==> config.mk <==
export PLATFORM = sky130hd
export DESIGN_NAME = multi_delay_pulse_gen
export DESIGN_NICKNAME = d
export VERILOG_FILES = /design/src/rtl/delay_gen_pkg.sv /design/src/rtl/delay_channel.sv /design/src/rtl/multi_delay_pulse_gen.sv
export SDC_FILE = /design/constraint.sdc
export NUM_CORES = 1
export LEC_CHECK = 0
export BUFFER_PORTS_ARGS = -buffer_cell sky130_fd_sc_hd__buf_2
export CORE_MARGIN = 10
export CORE_UTILIZATION = 57
export DETAILED_ROUTE_END_ITERATION = 12
export PLACE_DENSITY = 0.83
export SLEW_MARGIN = 20
export SYNTH_ARGS = -nofsm -noshare
export SYNTH_HDL_FRONTEND = slang
export SYNTH_SLANG_ARGS = --single-unit
==> constraint.sdc <==
create_clock -name clk_Delay -period 4.69 [get_ports clk_Delay]
set_clock_uncertainty 0.1 [all_clocks]
set_input_delay 0.469 -clock clk_Delay [delete_from_list [all_inputs] [get_ports clk_Delay]]
set_output_delay 0.469 -clock clk_Delay [all_outputs]
set_load 0.005 [all_outputs]
==> src/rtl/delay_gen_pkg.sv <==
// rtl/delay_gen_pkg.sv - shared types and limits for the multi-channel delay/pulse generator
package delay_gen_pkg;

  typedef enum logic [1:0] {
    ST_IDLE  = 2'd0,
    ST_DELAY = 2'd1,
    ST_PULSE = 2'd2
  } ch_state_t;

  localparam int DEF_CNT_W = 36;
  localparam int N_CH_MIN  = 1;
  localparam int N_CH_MAX  = 16;

endpackage

==> src/rtl/delay_channel.sv <==
// rtl/delay_channel.sv - one delay/pulse channel: IDLE -> DELAY -> PULSE -> IDLE
// active reports the state the channel will hold next cycle, so the top can register busy without lag.
module delay_channel
  import delay_gen_pkg::*;
#(
  parameter int CNT_W = DEF_CNT_W
) (
  input  logic             clk_Delay,
  input  logic             rst_n,
  input  logic             start,
  input  logic             abort,
  input  logic             en,
  input  logic [CNT_W-1:0] delay,
  input  logic [CNT_W-1:0] width,
  output logic             DL_out,
  output logic             launch_PL,
  output logic             active
);

  localparam logic [CNT_W-1:0] CNT_ONE = CNT_W'(1);

  ch_state_t        state, nxt_state;
  logic [CNT_W-1:0] cnt, nxt_cnt;
  logic [CNT_W-1:0] d_lat, w_lat;
  logic             nxt_out, nxt_pl;
  logic             take;

  assign take   = start && en && (state == ST_IDLE) && !abort;
  assign active = (nxt_state != ST_IDLE);

  // cnt holds cycles spent in the current state (1-based), so equality with D/W marks expiry
  always_comb begin
    nxt_state = state;
    nxt_cnt   = cnt;
    nxt_out   = 1'b0;
    nxt_pl    = 1'b0;
    if (abort) begin
      nxt_state = ST_IDLE;
      nxt_cnt   = '0;
    end else begin
      case (state)
        ST_IDLE: begin
          if (take) begin
            nxt_cnt = CNT_ONE;
            if (delay == '0) begin
              nxt_state = ST_PULSE;
              nxt_pl    = 1'b1;
              nxt_out   = (width != '0);
            end else begin
              nxt_state = ST_DELAY;
            end
          end
        end
        ST_DELAY: begin
          if (cnt == d_lat) begin
            nxt_state = ST_PULSE;
            nxt_cnt   = CNT_ONE;
            nxt_pl    = 1'b1;
            nxt_out   = (w_lat != '0);
          end else begin
            nxt_cnt = cnt + CNT_ONE;
          end
        end
        ST_PULSE: begin
          // a zero width still spends one silent cycle in PULSE
          if ((cnt == w_lat) || (w_lat == '0)) begin
            nxt_state = ST_IDLE;
            nxt_cnt   = '0;
          end else begin
            nxt_cnt = cnt + CNT_ONE;
            nxt_out = 1'b1;
          end
        end
        default: begin
          nxt_state = ST_IDLE;
          nxt_cnt   = '0;
        end
      endcase
    end
  end

  always_ff @(posedge clk_Delay) begin
    if (!rst_n) begin
      state     <= ST_IDLE;
      cnt       <= '0;
      d_lat     <= '0;
      w_lat     <= '0;
      DL_out    <= 1'b0;
      launch_PL <= 1'b0;
    end else begin
      state     <= nxt_state;
      cnt       <= nxt_cnt;
      DL_out    <= nxt_out;
      launch_PL <= nxt_pl;
      if (take) begin
        d_lat <= delay;
        w_lat <= width;
      end
    end
  end

endmodule

==> src/rtl/multi_delay_pulse_gen.sv <==
// rtl/multi_delay_pulse_gen.sv - N-channel programmable delay/pulse generator top
// Holds the launch edge detector, latched mode and busy/done aggregation over the channels.
module multi_delay_pulse_gen
  import delay_gen_pkg::*;
#(
  parameter int N_CH  = 4,
  parameter int CNT_W = DEF_CNT_W
) (
  input  logic                  clk_Delay,
  input  logic                  rst_n,
  input  logic                  DL_launch,
  input  logic                  mode,
  input  logic [N_CH-1:0]       cfg_en,
  input  logic [N_CH*CNT_W-1:0] cfg_delay,
  input  logic [N_CH*CNT_W-1:0] cfg_width,
  output logic [N_CH-1:0]       DL_out,
  output logic [N_CH-1:0]       launch_PL,
  output logic                  busy,
  output logic                  done
);

  if (N_CH < N_CH_MIN || N_CH > N_CH_MAX) begin : g_bad_n_ch
    $error("multi_delay_pulse_gen: N_CH out of range");
  end

  logic            launch_q;
  logic            mode_q;
  logic            trigger;
  logic            abort;
  logic [N_CH-1:0] ch_active;

  assign trigger = DL_launch && !launch_q && !busy;
  assign abort   = busy && !mode_q && !DL_launch;

  for (genvar g = 0; g < N_CH; g++) begin : g_ch
    delay_channel #(
      .CNT_W(CNT_W)
    ) u_ch (
      .clk_Delay(clk_Delay),
      .rst_n    (rst_n),
      .start    (trigger),
      .abort    (abort),
      .en       (cfg_en[g]),
      .delay    (cfg_delay[g*CNT_W +: CNT_W]),
      .width    (cfg_width[g*CNT_W +: CNT_W]),
      .DL_out   (DL_out[g]),
      .launch_PL(launch_PL[g]),
      .active   (ch_active[g])
    );
  end

  // launch_q resets high so a level held through reset release cannot trigger
  always_ff @(posedge clk_Delay) begin
    if (!rst_n) begin
      launch_q <= 1'b1;
      mode_q   <= 1'b0;
      busy     <= 1'b0;
      done     <= 1'b0;
    end else begin
      launch_q <= DL_launch;
      if (trigger) begin
        mode_q <= mode;
      end
      busy <= |ch_active;
      done <= busy && !(|ch_active) && !abort;
    end
  end

endmodule

-- Yosys cells after proc, flatten, opt, wreduce, memory -nomap -nowiden
Index checks and enable logic that the tools add are counted.
- add/sub/neg operators: 4
- equality and inequality tests: 20
- multiplexer cells: 76
- bitwise operators: 1
- reductions and logical operators: 54
- operator list (cell ; count):
    two-way mux 36 bit ; 12
    case mux 36 bit (3 select lines) ; 4
    == test 36 bit ; 8
    logical NOT 36 bit ; 8
    nonzero test 36 bit ; 8
    adder 36 x 1 -> 36 bit (second input constant) ; 4
    two-way mux 2 bit ; 20
    two-way mux 1 bit ; 28
    case mux 2 bit (3 select lines) ; 4
    logical AND 1 bit ; 18
    case mux 1 bit (3 select lines) ; 4
    == test 2 x 1 -> 1 bit (second input constant) ; 4
    == test 2 bit (second input constant) ; 4
    logical NOT 2 bit ; 4
    inequality test 2 x 1 -> 1 bit (second input constant) ; 4
    case mux 1 bit (2 select lines) ; 4
    nonzero test 2 bit ; 4
    logical NOT 1 bit ; 6
    logical OR 1 bit ; 4
    OR reduction 4 bit ; 1
    OR reduction 2 bit ; 1
    NOT 1 bit ; 1
- flip-flop bits (word level): 452
- output and inout port bits: 10
- logic and storage cells: 183

-- Logic depth before layout (Yosys ltp)
Gate-level depths: netlist of the first run.
- depth in word-level cells: 14
- mapped depth: 10
- mapped depth without buffers: 7

-- Hierarchy
A second synthesis of the first run with hierarchy kept.
- cell total of the unflattened synthesis: 2953
- area, all modules: 23585.1 um^2
- by module, submodules not included (module ; times used ; cells each ; area an instance (um^2) ; seq. area each (um^2)):
    delay_channel (g_ch[0].u_ch ...) ; 2 ; 723 ; 5810.6 ; 2242.2
    delay_channel (g_ch[3].u_ch) ; 1 ; 748 ; 5975.7 ; 2242.2
    delay_channel (g_ch[2].u_ch) ; 1 ; 745 ; 5835.6 ; 2242.2
    multi_delay_pulse_gen ; 1 ; 14 ; 152.6 ; 80.1

-- Least setup slack after synthesis of the first run
Ideal clock, no wire load.
- path type: input -> register
- from: input port DL_launch
- to: register g_ch[0].u_ch.cnt[22]
- arrival time: 1.958 ns
- path slack: 2.517 ns
- stages on the path: 7
- path buffers: 1
- path through: and4bb_2 o21ai_2 or4_4 buf_6 or3_1 xor2_1 nor2_2
- word-level cells in the longest chain between the ends: 6
- elaborated cells between the ends (all ways): 10
- those cells by class: 1 x eq/ne; 9 x reduce/logical
- RTL lines (what ; RTL line ; RTL):
    start: declaration ; multi_delay_pulse_gen.sv:11 ; input logic DL_launch,
    logical AND 1 bit (2 in series) ; multi_delay_pulse_gen.sv:32 ; assign trigger = DL_launch && !launch_q && !busy;
    logical AND 1 bit (3 in series) ; delay_channel.sv:28 ; assign take = start && en && (state == ST_IDLE) && !abort;
    inequality test 2 x 1 -> 1 bit (no source line) ; n/a ;
    end signal: assignment ; delay_channel.sv:92 ; cnt <= nxt_cnt;
    end: declaration ; delay_channel.sv:23 ; logic [CNT_W-1:0] cnt, nxt_cnt;
Parallel ways exist; a longest one is shown, timed or not.
A chain may end at the register's enable or synchronous reset.

-- Worst setup path after layout of the first run
- from: register busy
- to: register g_ch[3].u_ch.DL_out
- word-level cells in the longest chain between the ends: 7
- elaborated cells between the ends (all ways): 11
- those cells by class: 2 x mux; 9 x reduce/logical
- RTL lines (what ; RTL line ; RTL):
    start: declaration ; multi_delay_pulse_gen.sv:18 ; output logic busy,
    start signal: assignment ; multi_delay_pulse_gen.sv:64 ; busy <= |ch_active;
    logical NOT 1 bit ; multi_delay_pulse_gen.sv:32 ;
    logical AND 1 bit ; multi_delay_pulse_gen.sv:32 ;
    logical AND 1 bit (3 in series) ; delay_channel.sv:28 ;
    two-way mux 1 bit ; delay_channel.sv:43 ; if (take) begin
    case mux 1 bit (3 select lines) ; delay_channel.sv:41 ; case (state)
    end signal: assignment ; delay_channel.sv:93 ; DL_out <= nxt_out;
    end: declaration ; delay_channel.sv:15 ; output logic DL_out,
Parallel ways exist; a longest one is shown, timed or not.

==> flow_summary_export.csv, run 1 <==
group,metric,value,unit
route,drt_iter0_markers,1973,
finish,final_cell_mix,"nand2_1, dfxtp_1, buf_2",
power,pwr-share-clk,46.6,%
critical_path,worstSetupPathType,"flop to flop",
place,dpl.hpwl,50000,µm
global_route,overflow,0,
route,dr_total_vias,20041,
clock_tree,cts_resized,0,
route,routedWlPerCell,19.4,µm
clock_tree,cts_root_buf,"clkbuf_16",
critical_path,startpoint_type,"flop",
critical_path,worstPathCellList,"nor3b_2 -> nand3_2 -> buf_4 -> nor4_1 -> o31ai_1 -> a31oi_1",
power,irDropWorstVdd,0.287,mV
finish,layout_commonest_cell,"nand2_1",
clock_tree,cts_buffers,48,
route,dr.pass1.iters,5,
die,die_y,218,µm
sta,slew_violations,0,
logic_synthesis,synth_edf_count,0,
global_route,track_usage,27.0,%
power,p_int,0.00664,W
sta,tightest_slew,1080,ps
clock_tree,htreeDepth,2,
hold_path,hold_path.class,"primary input to flop",
route,drt_wl_total,66800,µm
logic_synthesis,yosysWarnings,0,
sta,setup_violations,0,
critical_path,required,5090,ps
logic_synthesis,synth_area_leaders,"dfxtp_1, nand2_1, a21boi_0",
power,p_switching,0.00210,W
die,die_w,218,µm
route,via_per_inst,5.81,
route,drtAntennaViolNets,0,
clock_tree,cts_setup_buffers,0,
die,ioPinCount,306,
finish,area_growth,14.2,%
sta,slew_headroom,27.3,%
finish,final_nets,3192,
run_status,status,"finished, final reports clean",
power,power_density,344,nW/µm²
sta,fmax,295,MHz
job,cap_violations,0,
critical_path,cp_num_buf_inv,1,
power,p_sw_share,24.1,%
power,power_frac_seq,45.5,%
power,p_leak,9.90,nW
critical_path,worst_path_max_delay_cell,"nor4_1",
critical_path,cp.arrival,3790,ps
global_route,first_global_vias,19671,
clock_tree,holdBufCountCts,0,
critical_path,critPathMaxStageDelay,1000,ps
logic_synthesis,yosysSeqAreaShare,40.6,%
place,placement.io_buffers,305,
sta,tns,0,ps
finish,layout-drive-gt1-share,14.9,%
sta,fin_crit_sh,72.3,%
logic_synthesis,ys_types,67,
clock_tree,cts_tree,"yes",
route,drc,0,
clock_tree,cts_sinks,452,
critical_path,cp-end-kind,"flop",
logic_synthesis,ys_ff_latch,452,
global_route,use_met1,33.6,%
logic_synthesis,syn_area,22300,µm²
logic_synthesis,yosys.area.top_type,"dfxtp_1",
logic_synthesis,synthFlopType,"dfxtp_1",
die,dieArea,47400,µm²
clock_tree,clock_latency,590,ps
logic_synthesis,synth.net_count,3018,
logic_synthesis,synth_cells,2718,
clock_tree,clk_pin_slew_worst_paths,60,ps
place,gp_congestion,1.02,
clock_tree,cts_max_path_buffers,3,
sta,period_needed,3390,ps
global_route,busiest_layer,"met2",
sta,hold_viol,0,
logic_synthesis,postSynthAreaPerCell,8.20,µm²
sta,fin_hold_ws,36.1,ps
global_route,grtUsageMet3,5.48,%
critical_path,worstPathMaxFanout,73,
global_route,antenna_found_initial,4,
power,comb_power_share,7.9,%
global_route,grt_max_degree,220,
global_route,grt_pass1_wl,104000,µm
die,start_util,57.6,%
sta,rsz0062_at_grt,"false",
global_route,met2_usage,44.8,%
logic_synthesis,netlist.area_leader.share,40.6,%
die,rows,72,
critical_path,critPathTopFamily,"simple AND/OR/NAND/NOR gates",
die,core,38600,µm²
logic_synthesis,async_flop_share,0,%
power by group through the flow:
stage	clock, W	sequential, W	combinational [W]
floorplan	0	0.00403	0.000404
global placement	0	0.00406	0.000666
detailed placement	0	0.00406	0.000680
CTS	0.00411	0.00398	0.000685
global route	0.00427	0.00398	0.000755
finish	0.00407	0.00398	0.000695
final cells by class:
cell class | count | area, µm²
inverter | 17 | 63.8
timing repair buffer | 317 | 1640
multi-input combinational | 2056 | 12400
tap | 518 | 648
clock buffer | 69 | 1430
fill | 3086 | 13200
sequential | 452 | 9050
antenna | 1 | 2.50
clock inverter | 19 | 259
Yosys cell counts, drive strengths merged, types with 5 or more instances:
| library cell | instances |
|---|---|
| o31ai | 8 |
| o21ai | 9 |
| and2 | 9 |
| nor4 | 171 |
| and4 | 13 |
| a21oi | 12 |
| nand4 | 81 |
| nand2 | 664 |
| clkbuf | 139 |
| nor2 | 181 |
| nor2b | 6 |
| and3 | 23 |
| nor3 | 30 |
| a31oi | 8 |
| a21boi | 288 |
| o311ai | 5 |
| buf | 54 |
| nand3 | 73 |
| dfxtp | 452 |
| inv | 17 |
| nand2b | 8 |
| xnor2 | 173 |
| xor2 | 246 |
through the flow:
step | instance area (µm²) | power, W | setup WS, ps | instances | util (%)
4_1_cts | 25400 | 0.00877 | 1370 | 3448 | 65.8
6_report | 25400 | 0.00875 | 1300 | 3449 | 65.8
3_3_place_gp | 23700 | 0.00472 | 1240 | 3360 | 61.4
3_5_place_dp | 23700 | 0.00474 | 1160 | 3360 | 61.5
2_1_floorplan | 22300 | 0.00444 | 2520 | 2718 | -
5_1_grt | 25400 | 0.00900 | 961 | 3449 | 65.8
state kept, by name, summed over array words and instances (netlist names):
| register | flops |
|---|---|
| done | 1 |
| g_ch.u_ch.w_lat | 144 |
| g_ch.u_ch.d_lat | 144 |
| launch_q | 1 |
| busy | 1 |
| mode_q | 1 |
| g_ch.u_ch.launch_PL | 4 |
| g_ch.u_ch.cnt | 144 |
| g_ch.u_ch.DL_out | 4 |
| g_ch.u_ch.state | 8 |
cell families after synthesis:
group                    Yosys count  synth area share (%)
XOR/XNOR                         419                  16.5
buffers and inverters            210                  4.08
adder cells (fa/ha/maj)            4                 0.225
flip-flops                       452                  40.6
AND/OR/NAND/NOR                 1279                  26.7
multiplexers                       2                0.0899
AO/OA/AOI/OAI                    352                  11.9
worst reg2reg max path, cell delays in order, from the launching register on:
cell and delay (ps):
dfxtp_1 380, nor3b_2 740, nand3_2 120, buf_4 360, nor4_1 1050, o31ai_1 290, a31oi_1 270
final timing paths:
| check | from | to | slack [ps] | cells after the start |
|---|---|---|---|---|
| worst max-delay path | busy | g_ch[3].u_ch.DL_out | 1300 | 6 |
| worst min register to register | g_ch[0].u_ch.d_lat[24] | g_ch[0].u_ch.d_lat[24] | 380 | 2 |
| worst min-delay path | cfg_width[139] | g_ch[3].u_ch.w_lat[31] | 40 | 3 |
| worst max register to register | busy | g_ch[3].u_ch.DL_out | 1300 | 6 |
per-layer routing:
metal  vias up  share of wire, %
met5         -             0.058
met4         6               3.2
met3       140               7.7
met2       826                48
met1      9548                41
li1       9521                 -
Power figures use the tool's default switching activity.
==> run 2: changes to the inputs <==
clock period = 3.5 ns   (was 4.69 ns; I/O delays follow)
==> flow_summary_export.csv, run 2 (synthesized netlist as in run 1, its figures left out) <==
group,metric,value,unit
finish,area_growth,27.3,%
run_status,status,"finished, final reports clean",
sta,rsz0062_at_grt,"false",
die,dieArea,47400,µm²
finish,layout-drive-gt1-share,13.7,%
power,power_density,412,nW/µm²
job,cap_violations,0,
finish,final_cell_mix,"nand2_1, dfxtp_1, buf_2",
sta,fin_crit_sh,81.7,%
place,gp_congestion,1.03,
critical_path,critPathMaxStageDelay,560,ps
global_route,track_usage,32.0,%
critical_path,cp-end-kind,"flop",
sta,setup_violations,0,
critical_path,worstPathMaxFanout,5,
finish,reg_top3,"g_ch.u_ch.cnt (144), g_ch.u_ch.d_lat (144), g_ch.u_ch.w_lat (144)",
power,irDropWorstVdd,0.463,mV
route,drtAntennaViolNets,0,
hold_path,hold_path.class,"primary input to flop",
sta,period_needed,2860,ps
global_route,grt_max_degree,281,
finish,nFillCells,2557,
route,drt_wl_total,78800,µm
clock_tree,cts_sinks,452,
die,rows,72,
die,ioPinCount,306,
critical_path,cp.arrival,3240,ps
die,die_w,218,µm
critical_path,startpoint_type,"flop",
finish,fin_util,73.4,%
critical_path,worstSetupPathType,"flop to flop",
sta,slew_headroom,28.6,%
global_route,overflow,0,
route,dr.pass1.iters,6,
clock_tree,cts_resized,0,
clock_tree,cts_root_buf,"clkbuf_16",
critical_path,required,3880,ps
critical_path,worst_path_max_delay_cell,"nor4_1",
route,via_per_inst,5.88,
sta,hold_viol,0,
sta,slew_violations,0,
sta,tightest_slew,1070,ps
place,dpl.hpwl,50800,µm
finish,final_nets,3493,
global_route,antenna_found_initial,18,
route,drc,0,
place,placement.io_buffers,305,
clock_tree,cts_tree,"yes",
power,p_leak,11.1,nW
clock_tree,clock_latency,590,ps
clock_tree,clk_pin_slew_worst_paths,60,ps
clock_tree,htreeDepth,2,
route,routedWlPerCell,21.0,µm
finish,layout_commonest_cell,"nand2_1",
global_route,first_global_vias,22277,
sta,tns,0,ps
critical_path,worstPathCellList,"xnor2_1 -> nand4_1 -> nor4_1 -> a311oi_1 -> a211o_1 -> nand4b_1 -> o31a_1",
global_route,grt_pass1_wl,122000,µm
die,core,38600,µm²
die,die_y,218,µm
sta,fmax,350,MHz
clock_tree,cts_max_path_buffers,3,
die,start_util,57.6,%
power,p_total,0.0117,W
route,dr_total_vias,22113,
clock_tree,cts_buffers,49,
route,drt_iter0_markers,2622,
run 2: report_power, final:
part	leakage (nW)	internal, W	total, W	switching [W]
combinational	6.69	0.000604	0.00125	0.000647
clock	0.772	0.00293	0.00509	0.00216
sequential	3.65	0.00523	0.00533	0.0000999
run 2: final timing paths:
path / startpoint / endpoint / slack [ps] / cells after the start
setup / recovery: g_ch[1].u_ch.cnt[13] / busy / 640 / 7
hold / removal: cfg_en[2] / g_ch[2].u_ch.cnt[1] / 60 / 4
setup reg to reg: g_ch[1].u_ch.cnt[13] / busy / 640 / 7
hold reg to reg: g_ch[0].u_ch.d_lat[21] / g_ch[0].u_ch.d_lat[21] / 380 / 2
run 2: worst max-delay path: cells and delay by family, from the launching register on:
| family | cells | cell delay, ps |
|---|---|---|
| DFF | 1 | 520 |
| xor gates and xnor gates | 1 | 210 |
| AOI/OAI and AO/OA | 3 | 900 |
| and+or+nand+nor | 3 | 1040 |
run 2: per-stage QoR:
step | area, µm² | hold slack [ps] | worst slack [ps] | cells
6_report | 28400 | 58.5 | 642 | 3763
3_5_place_dp | 23900 | 374 | 723 | 3370
3_3_place_gp | 23900 | 367 | 753 | 3370
5_1_grt | 28400 | 41.4 | 563 | 3762
2_1_floorplan | 22300 | 351 | 1350 | 2718
4_1_cts | 28300 | 22.8 | 709 | 3747
run 2: layout make-up:
type                            count  area [µm²]  share of cell area (%)
Sequential cell                   452        9050                    31.9
Tap cell                          518         648                    2.29
Inverter                           17        63.8                   0.225
Multi-Input combinational cell   2056       12300                    43.5
Antenna cell                       16        40.0                   0.141
Clock inverter                     15         119                   0.419
Timing Repair Buffer              617        4650                    16.4
Clock buffer                       72        1450                    5.10
run 2: metal layers:
layer	up-vias	global-route usage, %	share of wire (%)
met3	336	6.93	9.0
met1	10406	37.6	38
met5	-	0	0.029
li1	10128	-	-
met4	4	17.6	5.6
met2	1239	53.4	47
run 2: what timing repair did:
item                       CTS  global route
hold buffers               290             0
hold endpoints to repair   289             0
setup endpoints to repair    0             0
setup buffers                0             0
==> run 3: changes to the inputs <==
CORE_UTILIZATION = 53   (was 57)
PLACE_DENSITY = 0.81   (was 0.83)
clock period = 2.5 ns   (was 3.5 ns; I/O delays follow)
==> flow_summary_export.csv, run 3 (synthesized netlist as in run 1, its figures left out) <==
group,metric,value,unit
sta,fmax,415,MHz
route,drtAntennaViolNets,0,
critical_path,worst_path_max_delay_cell,"or3_1",
critical_path,cp-end-kind,"flop",
sta,fin_crit_sh,96.5,%
hold_path,hold_path.class,"primary input to flop",
sta,hold_viol,0,
place,dpl.hpwl,52100,µm
clock_tree,cts_tree,"yes",
power,irDropWorstVdd,0.572,mV
clock_tree,cts_sinks,452,
global_route,busiest_layer,"met2",
sta,period_needed,2410,ps
critical_path,cp.arrival,2790,ps
route,via_per_inst,5.85,
finish,final_nets,3565,
critical_path,required,2880,ps
route,dr.pass1.iters,6,
sta,fin_hold_ws,121,ps
die,die_y,225,µm
finish,final_cells,3853,
global_route,antenna_found_initial,12,
global_route,first_global_vias,22453,
sta,tns,0,ps
die,start_util,53.3,%
place,gp_congestion,1.03,
sta,layout_setup_ws,87.6,ps
sta,rsz0062_at_grt,"true",
route,routedWlPerCell,20.8,µm
critical_path,worstPathMaxFanout,3,
critical_path,worstPathCellList,"nor4_1 -> buf_4 -> nand4_1 -> or3_1 -> o311ai_2 -> a21o_1 -> a21bo_1 -> o31a_1",
route,dr_total_vias,22530,
place,place_ws,-9.25,ps
die,ioPinCount,306,
clock_tree,htreeDepth,2,
critical_path,worstSetupPathType,"flop to flop",
die,die_w,225,µm
global_route,grt_max_degree,142,
power,power_density,566,nW/µm²
sta,tightest_slew,732,ps
global_route,use_met1,35.6,%
finish,area_growth,30.5,%
route,drt_iter0_markers,2494,
clock_tree,clock_latency,590,ps
clock_tree,cts_root_buf,"clkbuf_16",
global_route,overflow,0,
global_route,grtUsageMet3,5.96,%
global_route,track_usage,30.4,%
sta,setup_violations,0,
finish,layout-drive-gt1-share,15.8,%
place,placement.io_buffers,305,
clock_tree,cts_setup_buffers,0,
sta,slew_violations,0,
job,cap_violations,0,
critical_path,critPathMaxStageDelay,450,ps
finish,final_cell_mix,"nand2_1, dfxtp_1, buf_2",
die,dieArea,50600,µm²
route,drt_wl_total,80100,µm
place,dp_cells,3463,
global_route,grt_pass1_wl,124000,µm
power,p_leak,11.5,nW
route,drc,0,
finish,layout_commonest_cell,"nand2_1",
clock_tree,clk_pin_slew_worst_paths,60,ps
global_route,met2_usage,51.2,%
die,rows,75,
clock_tree,cts_buffers,48,
finish,nFillCells,2945,
die,core,41800,µm²
critical_path,startpoint_type,"flop",
run_status,status,"finished, final reports clean",
finish,reg_top3,"g_ch.u_ch.cnt (144), g_ch.u_ch.d_lat (144), g_ch.u_ch.w_lat (144)",
clock_tree,cts_max_path_buffers,3,
sta,slew_headroom,51.1,%
==> run 3: cell count changes in the layout (fill, tap and decap cells not counted), moves of 3 or more <==
cell     delta
dfxtp_2     +3
buf_12      +7
buf_4      +64
dfxtp_1     -3
nor4_2      +4
nor4_1      -6
==> run 3: worst paths after layout <==
check | from | end | slack (ps) | depth (start not counted)
worst max-delay path | g_ch[3].u_ch.w_lat[35] | busy | 90 | 8
worst min-delay path | rst_n | g_ch[1].u_ch.cnt[0] | 120 | 3
worst max register to register | g_ch[3].u_ch.w_lat[35] | busy | 90 | 8
worst min register to register | g_ch[2].u_ch.d_lat[22] | g_ch[2].u_ch.d_lat[22] | 380 | 2
==> run 3: layout make-up <==
type | count | area, µm² | area share (%)
Antenna cell | 15 | 37.5 | 0.129
Clock buffer | 68 | 1370 | 4.70
Clock inverter | 16 | 165 | 0.568
Inverter | 17 | 63.8 | 0.219
Multi-Input combinational cell | 2056 | 12400 | 42.7
Sequential cell | 452 | 9050 | 31.1
Tap cell | 539 | 674 | 2.32
Timing Repair Buffer | 690 | 5290 | 18.2
==> run 3: what timing repair did <==
item | CTS | global route
pin swaps | 0 | 1
gates resized for setup | 1 | 15
endpoints found under the setup margin | 36 | 105
endpoints found under the hold margin | 291 | 0
hold buffers | 291 | 0
==> run 3: routing by layer <==
| metal | part of all wire, % | vias up | routed length (µm) |
|---|---|---|---|
| li1 | - | 10283 | - |
| met1 | 38 | 10579 | 30700 |
| met2 | 47 | 1327 | 38000 |
| met3 | 8.4 | 341 | 6760 |
| met4 | 5.7 | 0 | 4560 |
| met5 | 0 | - | 0 |
==> run 3: critical path, delay by kind of cell, from the launching register on <==
kind / cells / cell delay (ps)
DFF: 1 / 330
AOI/OAI and AO/OA: 4 / 860
and+or+nand+nor: 3 / 830
buffers and inverters: 1 / 170
==> run 3: power by group <==
group | internal, W | switching (W) | leakage (nW)
Clock | 0.00410 | 0.00305 | 0.747
Combinational | 0.000922 | 0.000923 | 7.13
Sequential | 0.00733 | 0.000149 | 3.65
==> run 3: through the flow <==
stage                     util, %  instance area (µm²)  total power [W]
after CTS                    69.4                29000           0.0163
after detailed placement     58.7                24500          0.00899
final                        69.6                29100           0.0165
after floorplan                 -                22300          0.00833
after global placement       58.7                24500          0.00896
after global routing         69.6                29100           0.0169
